### src/rtl/fir_sched_pkg.sv
// Shared types, default sizes and ring-pointer helpers for the FIR channel scheduler.
package fir_sched_pkg;

  localparam int NCH_DEF     = 3;
  localparam int NTAPS_DEF   = 33;
  localparam int DW_DEF      = 24;
  localparam int MAC_LAT_DEF = 2;

  localparam int CH_W  = $clog2(NCH_DEF);
  localparam int PTR_W = $clog2(NTAPS_DEF);

  typedef enum logic [2:0] {
    ST_FLUSH = 3'd0,
    ST_IDLE  = 3'd1,
    ST_WRITE = 3'd2,
    ST_RUN   = 3'd3,
    ST_DRAIN = 3'd4,
    ST_DONE  = 3'd5
  } state_t;

  function automatic logic [PTR_W-1:0] ring_inc(input logic [PTR_W-1:0] p, input int depth);
    if (int'(p) == depth - 1) begin
      return {PTR_W{1'b0}};
    end else begin
      return p + 1'b1;
    end
  endfunction

  // Tap k of a write at p lives k entries behind it on the ring.
  function automatic logic [PTR_W-1:0] ring_sub(input logic [PTR_W-1:0] p,
                                                input logic [PTR_W-1:0] k,
                                                input int depth);
    if (p >= k) begin
      return p - k;
    end else begin
      return PTR_W'(int'(p) + depth - int'(k));
    end
  endfunction

endpackage

### src/rtl/fir_rr_arbiter.sv
// Round-robin grant over the pending vector; search starts one past the last winner.
module fir_rr_arbiter
  import fir_sched_pkg::*;
#(
  parameter int NCH = NCH_DEF
) (
  input  logic            clk,
  input  logic            rst_n,
  input  logic [NCH-1:0]  pending,
  input  logic            advance,
  output logic            grant_valid,
  output logic [CH_W-1:0] grant_idx
);

  logic [CH_W-1:0] start_r;
  logic [CH_W-1:0] idx_s;

  // First pending channel found walking up from start_r with wrap.
  always_comb begin
    grant_valid = 1'b0;
    grant_idx   = {CH_W{1'b0}};
    idx_s       = {CH_W{1'b0}};
    for (int i = 0; i < NCH; i++) begin
      idx_s = CH_W'((int'(start_r) + i) % NCH);
      if (!grant_valid && pending[idx_s]) begin
        grant_valid = 1'b1;
        grant_idx   = idx_s;
      end else begin
        grant_idx = grant_idx;
      end
    end
  end

  // Move the search origin past the channel just granted.
  always_ff @(posedge clk or negedge rst_n) begin
    if (!rst_n) begin
      start_r <= {CH_W{1'b0}};
    end else if (advance) begin
      start_r <= (int'(grant_idx) == NCH - 1) ? {CH_W{1'b0}} : grant_idx + 1'b1;
    end else begin
      start_r <= start_r;
    end
  end

endmodule

### src/rtl/fir_channel_scheduler.sv
// Control sequencer sharing one MAC datapath across NCH FIR channels:
// capture, arbitrate, write delay line, step taps, flag results.
module fir_channel_scheduler
  import fir_sched_pkg::*;
#(
  parameter int NCH     = NCH_DEF,
  parameter int NTAPS   = NTAPS_DEF,
  parameter int DW      = DW_DEF,
  parameter int MAC_LAT = MAC_LAT_DEF
) (
  input  logic              clk,
  input  logic              reset,
  input  logic [NCH-1:0]    in_valid,
  input  logic [NCH*DW-1:0] in_data,
  output logic [NCH-1:0]    in_ready,
  output logic              dl_wr_en,
  output logic [CH_W-1:0]   dl_wr_ch,
  output logic [PTR_W-1:0]  dl_wr_ptr,
  output logic [DW-1:0]     dl_wr_data,
  output logic [PTR_W-1:0]  dl_rd_ptr,
  output logic [PTR_W-1:0]  coef_addr,
  output logic [CH_W-1:0]   ch_sel,
  output logic              mac_clr,
  output logic              mac_en,
  output logic              mac_last,
  output logic              out_valid,
  output logic [CH_W-1:0]   out_ch,
  output logic [NCH-1:0]    overrun,
  output logic              busy
);

  localparam int DRW = $clog2(MAC_LAT + 1);

  state_t           state_r, state_nx;
  logic             started_r;
  logic [CH_W-1:0]  flush_ch_r, ch_r;
  logic [PTR_W-1:0] flush_ptr_r, tap_r, wptr_r;
  logic [DRW-1:0]   drain_r;
  logic [PTR_W-1:0] head_r [NCH];
  logic [DW-1:0]    pdata_r [NCH];
  logic [NCH-1:0]   pend_r, overrun_r;
  logic             grant_valid, arb_adv;
  logic [CH_W-1:0]  grant_idx;
  logic             flush_last_s, tap_last_s, drain_last_s;

  assign flush_last_s = (int'(flush_ch_r) == NCH - 1) && (int'(flush_ptr_r) == NTAPS - 1);
  assign tap_last_s   = (int'(tap_r) == NTAPS - 1);
  assign drain_last_s = (int'(drain_r) == MAC_LAT - 1);
  assign in_ready     = (state_r == ST_FLUSH) ? {NCH{1'b0}} : ~pend_r;
  assign overrun      = overrun_r;
  assign busy         = (state_r != ST_IDLE);

  fir_rr_arbiter #(.NCH(NCH)) u_arb (
    .clk        (clk),
    .rst_n      (reset),
    .pending    (pend_r),
    .advance    (arb_adv),
    .grant_valid(grant_valid),
    .grant_idx  (grant_idx)
  );

  // State register.
  always_ff @(posedge clk or negedge reset) begin
    if (!reset) begin
      state_r <= ST_FLUSH;
    end else begin
      state_r <= state_nx;
    end
  end

  // Next state and datapath controls, decoded from registered state only.
  always_comb begin
    state_nx   = state_r;
    dl_wr_en   = 1'b0;
    dl_wr_ch   = {CH_W{1'b0}};
    dl_wr_ptr  = {PTR_W{1'b0}};
    dl_wr_data = {DW{1'b0}};
    dl_rd_ptr  = {PTR_W{1'b0}};
    coef_addr  = {PTR_W{1'b0}};
    ch_sel     = {CH_W{1'b0}};
    mac_clr    = 1'b0;
    mac_en     = 1'b0;
    mac_last   = 1'b0;
    out_valid  = 1'b0;
    out_ch     = {CH_W{1'b0}};
    arb_adv    = 1'b0;
    case (state_r)
      ST_FLUSH: begin
        // started_r keeps the write strobe low while reset is held.
        if (started_r) begin
          dl_wr_en  = 1'b1;
          dl_wr_ch  = flush_ch_r;
          dl_wr_ptr = flush_ptr_r;
          state_nx  = flush_last_s ? ST_IDLE : ST_FLUSH;
        end else begin
          state_nx = ST_FLUSH;
        end
      end
      ST_IDLE: begin
        if (grant_valid) begin
          arb_adv  = 1'b1;
          state_nx = ST_WRITE;
        end else begin
          state_nx = ST_IDLE;
        end
      end
      ST_WRITE: begin
        ch_sel     = ch_r;
        dl_wr_en   = 1'b1;
        dl_wr_ch   = ch_r;
        dl_wr_ptr  = head_r[ch_r];
        dl_wr_data = pdata_r[ch_r];
        state_nx   = ST_RUN;
      end
      ST_RUN: begin
        ch_sel    = ch_r;
        mac_en    = 1'b1;
        coef_addr = tap_r;
        dl_rd_ptr = ring_sub(wptr_r, tap_r, NTAPS);
        mac_clr   = (tap_r == {PTR_W{1'b0}});
        mac_last  = tap_last_s;
        state_nx  = tap_last_s ? ST_DRAIN : ST_RUN;
      end
      ST_DRAIN: begin
        ch_sel   = ch_r;
        state_nx = drain_last_s ? ST_DONE : ST_DRAIN;
      end
      ST_DONE: begin
        ch_sel    = ch_r;
        out_valid = 1'b1;
        out_ch    = ch_r;
        state_nx  = ST_IDLE;
      end
      default: begin
        state_nx = ST_FLUSH;
      end
    endcase
  end

  // Flush walker, granted channel, write pointer, tap and drain counters.
  always_ff @(posedge clk or negedge reset) begin
    if (!reset) begin
      started_r   <= 1'b0;
      flush_ch_r  <= {CH_W{1'b0}};
      flush_ptr_r <= {PTR_W{1'b0}};
      ch_r        <= {CH_W{1'b0}};
      wptr_r      <= {PTR_W{1'b0}};
      tap_r       <= {PTR_W{1'b0}};
      drain_r     <= {DRW{1'b0}};
    end else begin
      started_r <= 1'b1;
      case (state_r)
        ST_FLUSH: begin
          if (started_r && int'(flush_ptr_r) == NTAPS - 1) begin
            flush_ptr_r <= {PTR_W{1'b0}};
            flush_ch_r  <= flush_ch_r + 1'b1;
          end else if (started_r) begin
            flush_ptr_r <= flush_ptr_r + 1'b1;
          end else begin
            flush_ptr_r <= flush_ptr_r;
          end
        end
        ST_IDLE: begin
          ch_r <= grant_valid ? grant_idx : ch_r;
        end
        ST_WRITE: begin
          wptr_r <= head_r[ch_r];
          tap_r  <= {PTR_W{1'b0}};
        end
        ST_RUN: begin
          tap_r   <= tap_r + 1'b1;
          drain_r <= {DRW{1'b0}};
        end
        ST_DRAIN: begin
          drain_r <= drain_r + 1'b1;
        end
        default: begin
          tap_r <= tap_r;
        end
      endcase
    end
  end

  // Per-channel sample capture, head pointers and sticky overrun.
  always_ff @(posedge clk or negedge reset) begin
    if (!reset) begin
      pend_r    <= {NCH{1'b0}};
      overrun_r <= {NCH{1'b0}};
      for (int c = 0; c < NCH; c++) begin
        head_r[c]  <= {PTR_W{1'b0}};
        pdata_r[c] <= {DW{1'b0}};
      end
    end else begin
      for (int c = 0; c < NCH; c++) begin
        if (state_r == ST_WRITE && ch_r == CH_W'(c)) begin
          pend_r[c] <= 1'b0;
          head_r[c] <= ring_inc(head_r[c], NTAPS);
        end else if (in_valid[c] && in_ready[c]) begin
          pend_r[c]  <= 1'b1;
          pdata_r[c] <= in_data[c*DW +: DW];
        end else begin
          pend_r[c] <= pend_r[c];
        end
        if (in_valid[c] && pend_r[c]) begin
          overrun_r[c] <= 1'b1;
        end else begin
          overrun_r[c] <= overrun_r[c];
        end
      end
    end
  end

endmodule

### config.mk
export PLATFORM = sky130hd
export DESIGN_NAME = fir_channel_scheduler
export DESIGN_NICKNAME = d
export VERILOG_FILES = /design/src/rtl/fir_sched_pkg.sv /design/src/rtl/fir_rr_arbiter.sv /design/src/rtl/fir_channel_scheduler.sv
export SDC_FILE = /design/constraint.sdc
export NUM_CORES = 1
export LEC_CHECK = 0
export CORE_MARGIN = 2
export CORE_UTILIZATION = 52
export DETAILED_ROUTE_END_ITERATION = 7
export PLACE_DENSITY = 0.9
export SETUP_SLACK_MARGIN = 0.5
export SYNTH_ARGS = -nofsm -noshare
export SYNTH_HDL_FRONTEND = slang
export SYNTH_SLANG_ARGS = --single-unit
### constraint.sdc
create_clock -name clk -period 3.41 [get_ports clk]
set_input_delay 0.682 -clock clk [delete_from_list [all_inputs] [get_ports clk]]
set_output_delay 0.682 -clock clk [all_outputs]
set_load 0.005 [all_outputs]
== Yosys cells after proc, flatten, opt, wreduce, memory -nomap -nowiden ==
Cells that the tools add are included.

* Register bits after elaboration: 126
* Bits in latches: 0
* Memory bits (writable): 0
* ROM bits: 0
* Output and inout port bits: 60
* Memories: 0

* $add $sub $neg: 13
* Multipliers: 0
* Div/mod/pow operators: 3
* Magnitude comparators: 5
* Equality and inequality tests: 16
* Shift operators: 0
* Multiplexer cells: 57
* Bitwise logic cells: 5
* Reductions and logical operators: 31

{| class="wikitable"
|+ Operators with widths
! kind !! number
|-
| 24-bit two-way mux || 3
|-
| 6-bit two-way mux || 11
|-
| 32-bit by 3-bit modulo with 32-bit output (second input constant) || 2
|-
| 24-bit binary-select mux with 2-bit select || 1
|-
| 3-bit by 3-bit modulo with 32-bit output (second input constant) || 1
|-
| 6-bit by 1-bit adder with 6-bit output (second input constant) || 5
|-
| 6-bit equality test (second input constant) || 5
|-
| 6-bit case mux with 2 select lines || 2
|-
| 1-bit two-way mux || 22
|-
| 3-bit case mux with 6 select lines || 1
|-
| 2-bit two-way mux || 8
|-
| 1-bit logical AND || 13
|-
| 6-bit binary-select mux with 2-bit select || 1
|-
| 2-bit AND reduction || 6
|-
| 2-bit nonzero test || 6
|-
| 6-bit subtractor || 2
|-
| 2-bit by 3-bit less-than comparator with 1-bit output (second input constant) || 3
|-
| 2-bit equality test (second input constant) || 4
|-
| 2-bit case mux with 2 select lines || 2
|-
| 2-bit by 1-bit adder with 2-bit output (second input constant) || 3
|-
| 6-bit adder (second input constant) || 1
|-
| 1-bit binary-select mux with 2-bit select || 3
|-
| 3-bit by 2-bit equality test with 1-bit output (second input constant) || 2
|-
| 3-bit equality test (second input constant) || 2
|-
| 17 further kinds || 21
|}

== Longest topological paths before layout ==
Gate-level depths: netlist (run 1).

* Depth in word-level cells: 12
* Gate-level depth with buffers: 12
* Mapped depth without buffers: 12

== Modules after synthesis ==
From an unflattened synthesis (run 1), not the netlist that was laid out.

* Cell total of the unflattened synthesis: 670
* Area, all modules: 7,134.3 um2

{| class="wikitable"
|+ By module, submodules not included
! module !! instances !! cells each !! area an instance (um2) !! sequential area each (um2)
|-
| fir_channel_scheduler || 1 || 628 || 6,790.3 || 3,103.0
|-
| fir_rr_arbiter || 1 || 42 || 344.1 || 50.0
|}

== Worst setup path before layout (run 1) ==
No wires, ideal clock.

* Path type: register to output
* Start point: register wptr_r[0]
* End point: output port dl_rd_ptr[2]
* Data arrival time: 2.074 ns
* Setup slack: 0.654 ns
* Stages on the path, launching flop included: 11
* Buffers on the path: 0
* Cell sequence: dfrtp_1 -> inv_1 -> ha_1 -> inv_1 -> fa_1 -> nand3_1 -> nand2_1 -> a41o_1 -> a31oi_2 -> nor2_1 -> a211oi_1

* Word-level cells in the longest chain between the ends: 4
* Elaborated cells on any way between the ends: 6
* Those cells by class: add/sub: 3; order compare: 1; mux: 2

{| class="wikitable"
|+ RTL lines
! what !! line !! RTL
|-
| start, declared || fir_channel_scheduler.sv:37 || <nowiki>logic [PTR_W-1:0] flush_ptr_r, tap_r, wptr_r;</nowiki>
|-
| start signal, assigned || fir_channel_scheduler.sv:147 || <nowiki>wptr_r <= {PTR_W{1'b0}};</nowiki>
|-
| start signal, assigned || fir_channel_scheduler.sv:167 || <nowiki>wptr_r <= head_r[ch_r];</nowiki>
|-
| 6-bit adder || fir_sched_pkg.sv:36 || <nowiki>return PTR_W'(int'(p) + depth - int'(k));</nowiki>
|-
| 6-bit subtractor || fir_sched_pkg.sv:36 ||
|-
| 6-bit two-way mux * || fir_sched_pkg.sv:33 || <nowiki>if (p >= k) begin</nowiki>
|-
| 6-bit two-way mux * || fir_channel_scheduler.sv:87 || <nowiki>case (state_r)</nowiki>
|-
| end, declared || fir_channel_scheduler.sv:20 || <nowiki>output logic [PTR_W-1:0] dl_rd_ptr,</nowiki>
|}

Mark *: on every way between the ends. The rest lies on a longest branch, timed or not.

== Worst setup path in the final report (run 1) ==
* Start point: register wptr_r[0]
* End point: output port dl_rd_ptr[3]

The elaborated chain is that of the path after synthesis.

==> out/qor.csv, run 1 <==
metric;value;unit
per-cell routed wire length;19.3;µm
Final TNS setup;0;ns
grt total ovfl;0;
Clk network pwr share;28.3;%
Via density;5.74;
first-pass GRT wire length;30600;µm
Area Overhead vs Synth;37.6;%
clk_lat worst skew;0.42;ns
largest net degree at the start of global routing;52;
TritonRoute pass-1 iters;6;
CTS tree;built;
vias in the first global route;5834;
Final HPWL DP;12500;µm
critical path class;register to output port;
CTS Buf Count;17;
Worst-Margin Slew;0.715;ns
Min-Delay Path Class;input pin to asynchronous set/reset pin;
Worst R2R Path Depth;6;
setup ws final;0.164;ns
WP data arrival;2.56;ns
Ant. Diodes;0;
post-route minimum period;3.25;ns
P_leak;0.00428;µW
post-synth cell types;57;
Worst Skew;0.0129;ns
Post-Syn Instances;669;
chip width;119;µm
Max Cap Viol;0;
critical path required time;2.73;ns
Core Region;12700;µm²
post-synthesis register bit count;126;
CTS sink count;126;
endpoints failing hold;0;
antenna viol nets, final;0;
critical-path maximum fanout;3;
slew margin rel.;52.3;%
internal power;4030;µW
Avg Synthesized Cell Area;10.2;µm²
Reg power frac;34.0;%
Ys Warns;0;
share of cells above drive strength 1;20.1;%
overall power;6220;µW
num rows;41;
ys flop type;dfrtp_1;
# setup viols final;0;
clock buffer depth;2;
Reg clk slew, reported paths;0.06;ns
gpl congestion;0.844;
Worst setup SP type;register;
ys async rst share;100;%
EDFF count, synth;0;
most frequent cells in the layout;clkdlybuf4s50_1 (126), dfrtp_1 (120), nor2_1 (86);
fin. max-slew vios;0;
initial DRC count;520;
Starting Density;53.7;%
syn_nets;779;
total vias in the final route;5873;
gr usage total;27.7;%
Inst Count DP;962;
commonest non-fill, non-tap cell in the layout;clkdlybuf4s50_1;
# hold bufs at CTS;0;
VDD IR max;431;µV
Final nets;949;
pwr dens;662;nW/µm²
CP startpoint;wptr_r[0];
Die H;119;µm
crit end category;output port;
Post-Route WL;19700;µm
# DRC;0;
Sw Share;35.2;%
Max H-tree Level;4;
die area;14100;µm²
Psw;2190;µW
RSZ-0062 raised after global routing;true;
synthesized area;6830;µm²
Clk Tree Root Cell;clkbuf_16;
status;completed;
non-filler cells, final;1024;
Tcrit/Tclk final;95.2;%
RR Startpoint;state_r[2];
initial antenna violation count;0;
Ports;137;
number of port buffers;136;
Gate power share;37.7;%
register area share after synthesis;46.1;%
Fmax achieved;308;MHz
worst slack, placed;0.0873;ns
-- synthesized netlist by cell type (3+ instances only) --
cell	n	area share, %
dfrtp_1	126	46
nor2_1	92	5.1
nand2_1	55	3.0
mux2_2	39	6.4
inv_1	36	2.0
o21ai_0	35	2.6
mux2_1	34	5.6
a21oi_1	33	2.4
mux2i_1	33	4.8
ha_1	28	5.1
clkbuf_1	19	1.0
xor2_1	14	1.8
nand3_1	13	0.95
xnor2_1	12	1.5
and3_1	11	1.0
buf_2	8	0.59
nand4_1	7	0.64
and2_1	6	0.55
nand2b_1	6	0.55
fa_1	5	1.5
a21o_1	4	0.44
nor3_1	3	0.22
nor4b_1	3	0.38
o22ai_1	3	0.27
-- worst paths after layout --
kind                                      to  slack [ns]
worst max register to register   pdata_r[69]        0.98
worst min register to register    overrun[1]        0.45
min in group clk                  overrun[1]        0.45
worst min-delay path              head_r[12]        0.31
worst max-delay path            dl_rd_ptr[3]        0.16
max in group asynchronous        pdata_r[32]        2.21
-- registers in the layout, summed over array words and instances, names as in the netlist --
| name | count |
|---|---|
| tap_r | 6 |
| state_r | 3 |
| pdata_r | 72 |
| u_arb.start_r | 2 |
| drain_r | 2 |
| flush_ch_r | 2 |
| pend_r | 3 |
| head_r | 18 |
| started_r | 1 |
| overrun | 3 |
| wptr_r | 6 |
| flush_ptr_r | 6 |
| ch_r | 2 |
-- critical path, stage by stage, from the launching register on --
cell	delay [ns]
dfrtp_1	0.38
inv_2	0.08
ha_4	0.12
inv_2	0.04
fa_2	0.35
nand3_2	0.07
nand2_2	0.05
a41o_1	0.23
a31oi_4	0.23
buf_6	0.14
buf_6	0.09
mux2i_1	0.17
nor2_1	0.06
buf_2	0.13
-- power by group through the flow --
stage | clock network, µW | registers (µW) | logic, µW
floorplan | 0 | 2010 | 1360
global placement | 0 | 2100 | 1950
detailed placement | 0 | 2120 | 2010
CTS | 1770 | 2100 | 2170
global route | 1840 | 2160 | 2530
finish | 1760 | 2120 | 2340
-- through the flow --
step	hold WS [ns]	util, %	cell area (µm²)
after detailed placement	0.448	66.0	8400
after CTS	0.320	72.3	9200
after floorplan	0.386	-	6830
after global placement	0.442	66.0	8400
after global routing	0.358	73.9	9400
final	0.308	73.9	9400
-- layer usage --
layer  track usage [%]  vias up  wire (µm)
li1                  -     2630          -
met1              34.5     2913       7510
met2              46.4      285       9980
met3              8.11       45       1730
met4              8.93        0        492
met5                 0        -          0
-- what timing repair did --
| item | CTS | global route |
|---|---|---|
| endpoints found under the hold margin | 0 | 0 |
| buffers inserted | 18 | 11 |
| resized for setup | 62 | 30 |
| pin swaps | 9 | 15 |
| gates cloned | 0 | 1 |
| setup endpoints to repair | 47 | 26 |
-- cell families (layout without fill, tap and decap cells) --
logic type / count (synthesis) / count (layout) / synth area share [%]
buffers and inverters: 69 / 252 / 4.27
AOI/OAI and AO/OA: 97 / 97 / 8.48
other: 1 / 1 / 0.0549
muxes: 106 / 106 / 16.9
and+or+nand+nor: 211 / 211 / 14.3
DFF: 126 / 126 / 46.1
xor gates and xnor gates: 26 / 26 / 3.33
adders and majority gates: 33 / 33 / 6.59
-- layout make-up --
class / instances / area, µm²
flip-flops and latches: 126 / 3160
multi-input cells: 474 / 3550
well taps: 172 / 215
inverters: 37 / 144
repair buffers: 183 / 1760
fillers: 839 / 3320
clock buffers: 20 / 447
clock inverters: 12 / 119
No activity file was read; power rests on OpenSTA's default activity.
==> run 2, diff against run 1 <==
--- a/config.mk
+++ b/config.mk
@@ -10,6 +10,7 @@
 export DETAILED_ROUTE_END_ITERATION = 7
 export PLACE_DENSITY = 0.9
 export SETUP_SLACK_MARGIN = 0.5
+export SKIP_LAST_GASP = 1
 export SYNTH_ARGS = -nofsm -noshare
 export SYNTH_HDL_FRONTEND = slang
 export SYNTH_SLANG_ARGS = --single-unit
==> results of run 2 <==
No change in the layout: final DEF, timing and power equal those of run 1.
